$ cat config.mk
export PLATFORM = sky130hd
export DESIGN_NAME = mem_ctrl
export DESIGN_NICKNAME = d
export VERILOG_FILES = /design/src/rtl/mem_ctrl_pkg.sv /design/src/rtl/mem_ctrl_arb.sv /design/src/rtl/mem_ctrl.sv
export SDC_FILE = /design/constraint.sdc
export NUM_CORES = 1
export LEC_CHECK = 0
export ABC_AREA = 0
export CAP_MARGIN = 20
export CORE_ASPECT_RATIO = 1.4
export CORE_MARGIN = 3
export CORE_UTILIZATION = 45
export CTS_CLUSTER_SIZE = 8
export DETAILED_ROUTE_END_ITERATION = 12
export PLACE_DENSITY = 0.77
export SETUP_SLACK_MARGIN = 0.02
export SYNTH_ARGS = -nofsm -noshare
export SYNTH_HDL_FRONTEND = slang
export SYNTH_SLANG_ARGS = --single-unit
$ cat constraint.sdc
create_clock -name clk -period 4.44 [get_ports clk]
set_clock_uncertainty 0.2 [all_clocks]
set_input_delay 0.888 -clock clk [delete_from_list [all_inputs] [get_ports clk]]
set_output_delay 0.888 -clock clk [all_outputs]
set_load 0.1 [all_outputs]
$ cat src/rtl/mem_ctrl_pkg.sv
// Shared types and constants for the mem_ctrl byte-serialising memory controller.
package mem_ctrl_pkg;

    typedef enum logic [1:0] {
        IDLE = 2'd0,
        BUSY = 2'd1,
        DONE = 2'd2
    } state_t;

    localparam logic [1:0] LenByte = 2'd0;
    localparam logic [1:0] LenHalf = 2'd1;
    localparam logic [1:0] LenWord = 2'd3;

    localparam int RamByteW = 8;

    localparam logic [31:0] IoMask   = 32'h0003_0000;
    localparam logic [31:0] IoValue  = 32'h0003_0000;
    localparam logic [31:0] ZeroWord = 32'h0000_0000;

    // Length code to byte count; the unused code 2 behaves as a word.
    function automatic logic [2:0] len_bytes(input logic [1:0] len);
        case (len)
            LenByte: return 3'd1;
            LenHalf: return 3'd2;
            default: return 3'd4;
        endcase
    endfunction

endpackage

$ cat src/rtl/mem_ctrl_arb.sv
// Registered priority grant between MEM and IF; the grant is held until the DONE cycle ends.
module mem_ctrl_arb (
    input  logic clk,
    input  logic rst,
    input  logic rdy,
    input  logic if_req,
    input  logic mem_req,
    input  logic idle,
    input  logic release_grant,
    output logic req_any,
    output logic sel_mem,
    output logic grant_if,
    output logic grant_mem
);

    logic grant_if_reg;
    logic grant_mem_reg;

    assign req_any   = if_req || mem_req;
    assign sel_mem   = mem_req;
    assign grant_if  = grant_if_reg;
    assign grant_mem = grant_mem_reg;

    always_ff @(posedge clk) begin
        if (rst) begin
            grant_if_reg  <= 1'b0;
            grant_mem_reg <= 1'b0;
        end else if (rdy) begin
            if (idle && req_any) begin
                grant_mem_reg <= mem_req;
                grant_if_reg  <= !mem_req;
            end else if (release_grant) begin
                grant_mem_reg <= 1'b0;
                grant_if_reg  <= 1'b0;
            end
        end
    end

endmodule

$ cat src/rtl/mem_ctrl.sv
// Single-port byte-wide RAM controller serving IF and MEM requesters.
// Optional write stall for the I/O region: define MEM_CTRL_IO_GUARD_EN.
module mem_ctrl #(
    parameter int ADDR_W = 32,
    parameter int DATA_W = 32
) (
    input  logic              clk,
    input  logic              rst,
    input  logic              rdy,
    input  logic              if_req,
    input  logic [ADDR_W-1:0] if_addr,
    output logic [DATA_W-1:0] if_data,
    output logic              if_done,
    input  logic              mem_req,
    input  logic              mem_we,
    input  logic [1:0]        mem_len,
    input  logic [ADDR_W-1:0] mem_addr,
    input  logic [DATA_W-1:0] mem_wdata,
    output logic [DATA_W-1:0] mem_rdata,
    output logic              mem_done,
    output logic              busy,
    input  logic [7:0]        ram_din,
    output logic [7:0]        ram_dout,
    output logic [ADDR_W-1:0] ram_a,
    output logic              ram_wr,
    input  logic              io_buffer_full
);
    import mem_ctrl_pkg::*;

    localparam int Bytes = DATA_W / RamByteW;

    state_t            state_reg, state_next;
    logic [2:0]        cnt_reg, len_reg, cnt_inc;
    logic [ADDR_W-1:0] addr_reg, ram_a_reg;
    logic [DATA_W-1:0] wdata_reg, result_reg;
    logic              we_reg, ram_wr_reg;
    logic [7:0]        ram_dout_reg;
    logic              req_any, sel_mem, grant_if, grant_mem;
    logic              start, stall, last, advance;
    logic [7:0]        wbyte [Bytes];

    mem_ctrl_arb u_arb (
        .clk           (clk),
        .rst           (rst),
        .rdy           (rdy),
        .if_req        (if_req),
        .mem_req       (mem_req),
        .idle          (state_reg == IDLE),
        .release_grant (state_reg == DONE),
        .req_any       (req_any),
        .sel_mem       (sel_mem),
        .grant_if      (grant_if),
        .grant_mem     (grant_mem)
    );

    for (genvar gi = 0; gi < Bytes; gi++) begin : g_wbyte
        assign wbyte[gi] = wdata_reg[gi*RamByteW +: RamByteW];
    end

`ifdef MEM_CTRL_IO_GUARD_EN
    logic io_region;
    assign io_region = ((32'(addr_reg) & IoMask) == IoValue);
    assign stall     = (state_reg == BUSY) && we_reg && io_region && io_buffer_full;
`else
    logic unused_io_buffer_full;
    assign unused_io_buffer_full = io_buffer_full;
    assign stall                 = 1'b0;
`endif

    assign start   = (state_reg == IDLE) && req_any;
    assign advance = (state_reg == BUSY) && !stall;
    assign cnt_inc = cnt_reg + 3'd1;
    // Reads need one extra cycle to capture the byte addressed last.
    assign last    = we_reg ? (cnt_reg == len_reg - 3'd1) : (cnt_reg == len_reg);

    always_ff @(posedge clk) begin
        if (rst) begin
            state_reg <= IDLE;
        end else if (rdy) begin
            state_reg <= state_next;
        end
    end

    always_comb begin
        state_next = state_reg;
        case (state_reg)
            IDLE:    if (req_any) state_next = BUSY;
            BUSY:    if (!stall && last) state_next = DONE;
            DONE:    state_next = IDLE;
            default: state_next = IDLE;
        endcase
    end

    always_comb begin
        busy     = 1'b0;
        if_done  = 1'b0;
        mem_done = 1'b0;
        case (state_reg)
            BUSY: busy = 1'b1;
            DONE: begin
                busy     = 1'b1;
                if_done  = grant_if;
                mem_done = grant_mem;
            end
            default: ;
        endcase
    end

    always_ff @(posedge clk) begin
        if (rst) begin
            cnt_reg      <= '0;
            len_reg      <= '0;
            addr_reg     <= '0;
            we_reg       <= 1'b0;
            wdata_reg    <= '0;
            result_reg   <= DATA_W'(ZeroWord);
            ram_a_reg    <= '0;
            ram_wr_reg   <= 1'b0;
            ram_dout_reg <= '0;
        end else if (rdy) begin
            if (start) begin
                addr_reg     <= sel_mem ? mem_addr : if_addr;
                len_reg      <= sel_mem ? len_bytes(mem_len) : 3'd4;
                we_reg       <= sel_mem && mem_we;
                wdata_reg    <= sel_mem ? mem_wdata : '0;
                cnt_reg      <= '0;
                result_reg   <= DATA_W'(ZeroWord);
                ram_a_reg    <= sel_mem ? mem_addr : if_addr;
                ram_wr_reg   <= sel_mem && mem_we;
                ram_dout_reg <= (sel_mem && mem_we) ? mem_wdata[7:0] : 8'd0;
            end else if (advance) begin
                cnt_reg <= cnt_inc;
                if (!we_reg) begin
                    for (int i = 0; i < Bytes; i++) begin
                        if (cnt_reg == 3'(i + 1)) result_reg[i*RamByteW +: RamByteW] <= ram_din;
                    end
                end
                // Bus registers present the next byte; they return to zero once all bytes are issued.
                if (cnt_inc < len_reg) begin
                    ram_a_reg    <= addr_reg + ADDR_W'(cnt_inc);
                    ram_wr_reg   <= we_reg;
                    ram_dout_reg <= we_reg ? wbyte[cnt_inc[1:0]] : 8'd0;
                end else begin
                    ram_a_reg    <= '0;
                    ram_wr_reg   <= 1'b0;
                    ram_dout_reg <= '0;
                end
            end
        end
    end

    assign ram_a     = ram_a_reg;
    assign ram_dout  = ram_dout_reg;
    assign ram_wr    = ram_wr_reg && rdy && !stall;
    assign if_data   = if_done  ? result_reg : '0;
    assign mem_rdata = mem_done ? result_reg : '0;

endmodule

# Yosys cells after proc, flatten, opt, wreduce, memory -nomap -nowiden
# Index checks and enable logic that the tools add are counted.
[totals]
ff_bits = 148
inputBits = 113
output_inout_bits = 108
word_cells = 94
[classes]
eq_ne = 12
bitwise = 1
addsub = 3
mux = 39
order_cmp = 2
n_reduce_logical = 22
[ops]
columns = ["cell", "n"]
rows = [
  ["$mux W32", 10],
  ["$mux W8", 11],
  ["$add A32 B3 Y32", 1],
  ["$bmux W8 S2", 1],
  ["$reduce_and A4 Y1", 4],
  ["$reduce_bool A2 Y1", 6],
  ["$mux W1", 10],
  ["$mux W3", 3],
  ["$eq A3 B2 Y1 const B", 2],
  ["$eq A3 B3 Y1", 2],
  ["$pmux W3 S2", 1],
  ["$reduce_and A2 Y1", 3],
  ["$eq A2 B1 Y1 const B", 2],
  ["$logic_not A2 Y1", 2],
  ["$mux W2", 2],
  ["$ne A2 B2 Y1 const B", 2],
  ["$pmux W2 S2", 1],
  ["$add A3 B1 Y3 const B", 1],
  ["$eq A3 B1 Y1 const B", 1],
  ["$eq A3 B3 Y1 const B", 1],
  ["$ge A3 B3 Y1 const B", 1],
  ["$logic_and A1 B1 Y1", 3],
  ["$lt A3 B3 Y1", 1],
  ["$not A2 Y3", 1],
  ["other kinds (7)", 7],
]

# Depth between registers and ports, before layout
[depth]
word_depth = 9
depth_mapped = 10
depth_no_buf = 9

# Hierarchy
# From an unflattened synthesis, not the netlist that was laid out.
[unflattened]
cells_unflattened = 872
area_unflattened_um2 = 7617.3
[modules_own_cells]
columns = ["mod", "seq_area_each_um2", "n_inst", "area_each_um2", "cells_per_inst"]
rows = [
  ["mem_ctrl", 2922.8, 1, 7508.5, 857],
  ["mem_ctrl_arb", 40.0, 1, 108.9, 15],
]

# Worst setup path before layout
# Ideal clock, no wire load.
[synth_path]
kind = "input to output"
startpoint = "in rdy"
endpoint = "out ram_wr"
path_slack_ps = 1452
stages = 2
t_required_ps = 3352
arrival_time_ps = 1900
n_path_buf = 1
path_cell_list = "clkbuf_1 > and2_1"
[synth_between]
elab_chain_cells = 1
[synth_rtl]
columns = ["item", "line", "rtl"]
rows = [
  ["start: declaration", "mem_ctrl.sv:9", "input logic rdy,"],
  ["$logic_and A1 B1 Y1", "mem_ctrl.sv:154", "assign ram_wr = ram_wr_reg && rdy && !stall;"],
  ["end: declaration", "mem_ctrl.sv:25", "output logic ram_wr,"],
]
# No other way between the ends.

# Worst setup path after layout
[layout_path]
startpoint = "reg state_reg[1]"
endpoint = "out busy"
[layout_between]
elab_chain_cells = 3
elab_cells_between_ends = 4
cone_classes = "eq/ne: 2; mux: 1; reduce/logical: 1"
[layout_rtl]
columns = ["item", "line", "rtl"]
rows = [
  ["start: declaration", "mem_ctrl.sv:32", "state_t state_reg, state_next;"],
  ["start signal: assignment", "mem_ctrl.sv:80", "state_reg <= state_next;"],
  ["$eq A2 B1 Y1 / $eq A2 B2 Y1 (equally long branches)", "mem_ctrl.sv:98", "case (state_reg)"],
  ["$reduce_or A2 Y1 (no source line) (*)", "-", ""],
  ["$mux W1 (*)", "mem_ctrl.sv:98", ""],
  ["end: declaration", "mem_ctrl.sv:21", "output logic busy,"],
]
# Every way passes the cells marked *; elsewhere a longest branch is shown, timed or not.

==> flow_metrics.tcl <==
set metrics [dict create \
    outcome "finished, final reports clean" \
    yosysSeqAreaShare_pct 39.5 \
    grt.busiest_layer "met2" \
    synth_cell_types 55 \
    cts_tree "yes" \
    async_reset_ff_share_pct 0 \
    num_rows 55 \
    met2_usage_pct 40.4 \
    die_w_um 115 \
    dr.pass1.iters 5 \
    cts_buffers 17 \
    avgSynthCellArea_um2 8.19 \
    post-route-period-util_pct 76.4 \
    io_buffers 219 \
    intPower_mw 2.62 \
    p_comb_share_pct 23.8 \
    max_freq_ghz 0.295 \
    grt_pass1_vias 7057 \
    ys_seq_elements 148 \
    antenna_found_initial 2 \
    route.detailed.drc 0 \
    switching_power_mw 1.28 \
    cts_max_level 4 \
    setup-tns-final_ps 0 \
    nets 1218 \
    use_met3_pct 5.07 \
    critPathLaunchType "register" \
    viasPerCell 5.74 \
    cts-root-buf "clkbuf_16" \
    grt_use_total_pct 24.0 \
    synthCells 916 \
    min_path_type "register to register" \
    finalMaxSlewViolations 0 \
    vdd_ir_drop_max_mv 0.238 \
    slew-limit-headroom_pct 29.6 \
    cp-end-kind "output pin" \
    die_area_mm2 0.0183 \
    synth_area_mm2 0.00750 \
    ys.flop_type "dfxtp_1" \
    critical_path_peak_fanout 3 \
    overflow 0 \
    area_growth_pct 36.1 \
    insertion_delay_ps 420 \
    clockBufferDepth 2 \
    ant_nets 0 \
    start_util_pct 46.2 \
    ys_warn_count 0 \
    power_density_mw_per_mm2 382 \
    clock_power_share_pct 37.8 \
    layout_min_cycle_time_ps 3390 \
    wl_per_cell_um 17.1 \
    cap_violations 0 \
    clk_pin_slew_ps 60 \
    rsz0062_at_grt "false" \
    p_leak_nw 4.09 \
    detail_route.iter0.violations 465 \
    cts.sinks 148 \
    synth_fp_nets 1044 \
    synth-edff-count 0 \
    post_cts_buffers 0 \
    cts_hold_buf 0 \
    die_h_um 159 \
    worst_pin_slew_ps 1050 \
    drive_gt1_share_pct 12.5 \
    p_seq_share_pct 38.4 \
    vias 7482 \
    dp_hpwl_um 15700 \
    gr-usage-met1_pct 29.2 \
    drt_wl_total_um 22300 \
    fp.coreArea_mm2 0.0162 \
    cts_resized 0 \
    ios 221 \
    arrival_ps 2310 \
    switching_share_pct 32.8 \
    grt_pass1_wl_um 35700 \
    grt_max_degree 84 \
    critPathKind "register to output pin" \
    setup_viol 0 \
    hold_viol_final 0 \
    crit_required_ps 3350 \
    globalplace.congestion 0.815 \
    holdWs_ps 250 \
]
-- area by class of cell --
| class | count | area [um^2] |
|---|---|---|
| Fill cell | 1447 | 6030 |
| Inverter | 14 | 52.6 |
| Tap cell | 199 | 249 |
| Antenna cell | 2 | 5.00 |
| Clock inverter | 12 | 153 |
| Multi-Input combinational cell | 675 | 4190 |
| Timing Repair Buffer | 234 | 2140 |
| Sequential cell | 148 | 2960 |
| Clock buffer | 20 | 447 |
-- stage by stage --
step                setup WS (ps)  util [%]  power [mW]  std cells  area (um^2)
floorplan                    1450         -        2.14        916         7500
global placement             1040      59.1        2.44       1270         9600
detailed placement            989      59.1        2.45       1270         9600
CTS                          1040      62.8        3.91       1302        10200
global route                  938      62.9        4.04       1304        10200
finish                       1050      62.9        3.90       1304        10200
-- per-layer routing --
| layer | vias up | part of all wire [%] |
|---|---|---|
| met1 | 3500 | 41 |
| li1 | 3663 | - |
| met2 | 270 | 50 |
| met4 | 0 | 3.3 |
| met3 | 49 | 6.2 |
| met5 | - | 0 |
-- final timing paths --
| path | start | endpoint | slack (ps) | cells past startpoint |
|---|---|---|---|---|
| max reg2reg | cnt_reg[1]$_SDFFE_PP0P_ | ram_a[13]$_SDFFE_PP0P_ | 1170 | 8 |
| min reg2reg | wdata_reg[9]$_SDFFE_PP0P_ | wdata_reg[9]$_SDFFE_PP0P_ | 250 | 2 |
| min | wdata_reg[9]$_SDFFE_PP0P_ | wdata_reg[9]$_SDFFE_PP0P_ | 250 | 2 |
| max | state_reg[1]$_SDFFE_PP0P_ | busy | 1050 | 3 |
-- cells by family (layout without fill, tap and decap cells) --
family | Yosys count | after routing | synth area share, %
AND/OR/NAND/NOR | 338 | 338 | 22.5
AO/OA/AOI/OAI | 256 | 256 | 20.9
flip-flops | 148 | 148 | 39.5
buffers and inverters | 93 | 280 | 4.79
multiplexers | 40 | 40 | 6.69
XOR/XNOR | 26 | 26 | 3.04
adder cells (fa/ha/maj) | 15 | 15 | 2.60
other | 0 | 2 | 0
-- synth_stat cells, types with 8 or more instances --
cell type | instances | area, um^2
and3_1 | 73 | 457
mux4_2 | 8 | 180
xnor2_1 | 23 | 201
nand3_1 | 40 | 200
a32oi_1 | 8 | 70.1
nor2_1 | 109 | 409
clkbuf_1 | 61 | 229
o22ai_1 | 11 | 68.8
nand2_1 | 63 | 236
a22oi_1 | 34 | 255
dfxtp_1 | 148 | 2960
ha_1 | 14 | 175
nor4_1 | 8 | 50.1
inv_1 | 14 | 52.6
a211oi_1 | 25 | 188
a21oi_1 | 89 | 445
buf_1 | 10 | 37.5
nor3_1 | 10 | 50.1
buf_2 | 8 | 40.0
mux2i_1 | 31 | 310
o21ai_0 | 59 | 295
-- worst max-delay path, stage by stage (launching register included) --
cell	delay, ps
dfxtp_1	370
inv_1	80
ha_1	280
clkdlybuf4s50_1	1160
-- placed cells by master, fill, tap and decap left out, types with 3 or more instances in the layout --
master / netlist / layout
mux4_2: 8 / 8
clkinv_2: 0 / 4
nor4_1: 8 / 8
nor2_1: 109 / 109
and3_1: 73 / 73
nand2_1: 63 / 62
and4_1: 6 / 6
nor2b_1: 5 / 5
dfxtp_1: 148 / 148
inv_1: 14 / 14
o21ai_0: 59 / 58
buf_4: 0 / 83
a21oi_1: 89 / 89
o31a_1: 3 / 3
a211oi_1: 25 / 25
clkbuf_16: 0 / 17
clkdlybuf4s50_1: 0 / 150
mux2i_1: 31 / 31
ha_1: 14 / 14
nand3_1: 40 / 40
o22ai_1: 11 / 11
a32oi_1: 8 / 8
xnor2_1: 23 / 23
o21a_1: 5 / 4
bufinv_16: 0 / 3
and2_1: 6 / 5
nand4_1: 6 / 6
a22oi_1: 34 / 34
nor3_1: 10 / 10
o21ai_1: 4 / 4
xor2_1: 3 / 3
-- power by group through the flow --
stage / sequential [mW] / clock (mW) / combinational (mW)
after floorplan: 1.78 / 0 / 0.357
after detailed placement: 1.52 / 0 / 0.924
after global routing: 1.51 / 1.54 / 0.991
final: 1.50 / 1.47 / 0.926
after CTS: 1.50 / 1.49 / 0.928
after global placement: 1.52 / 0 / 0.916
(Power assumes the default switching activity.)
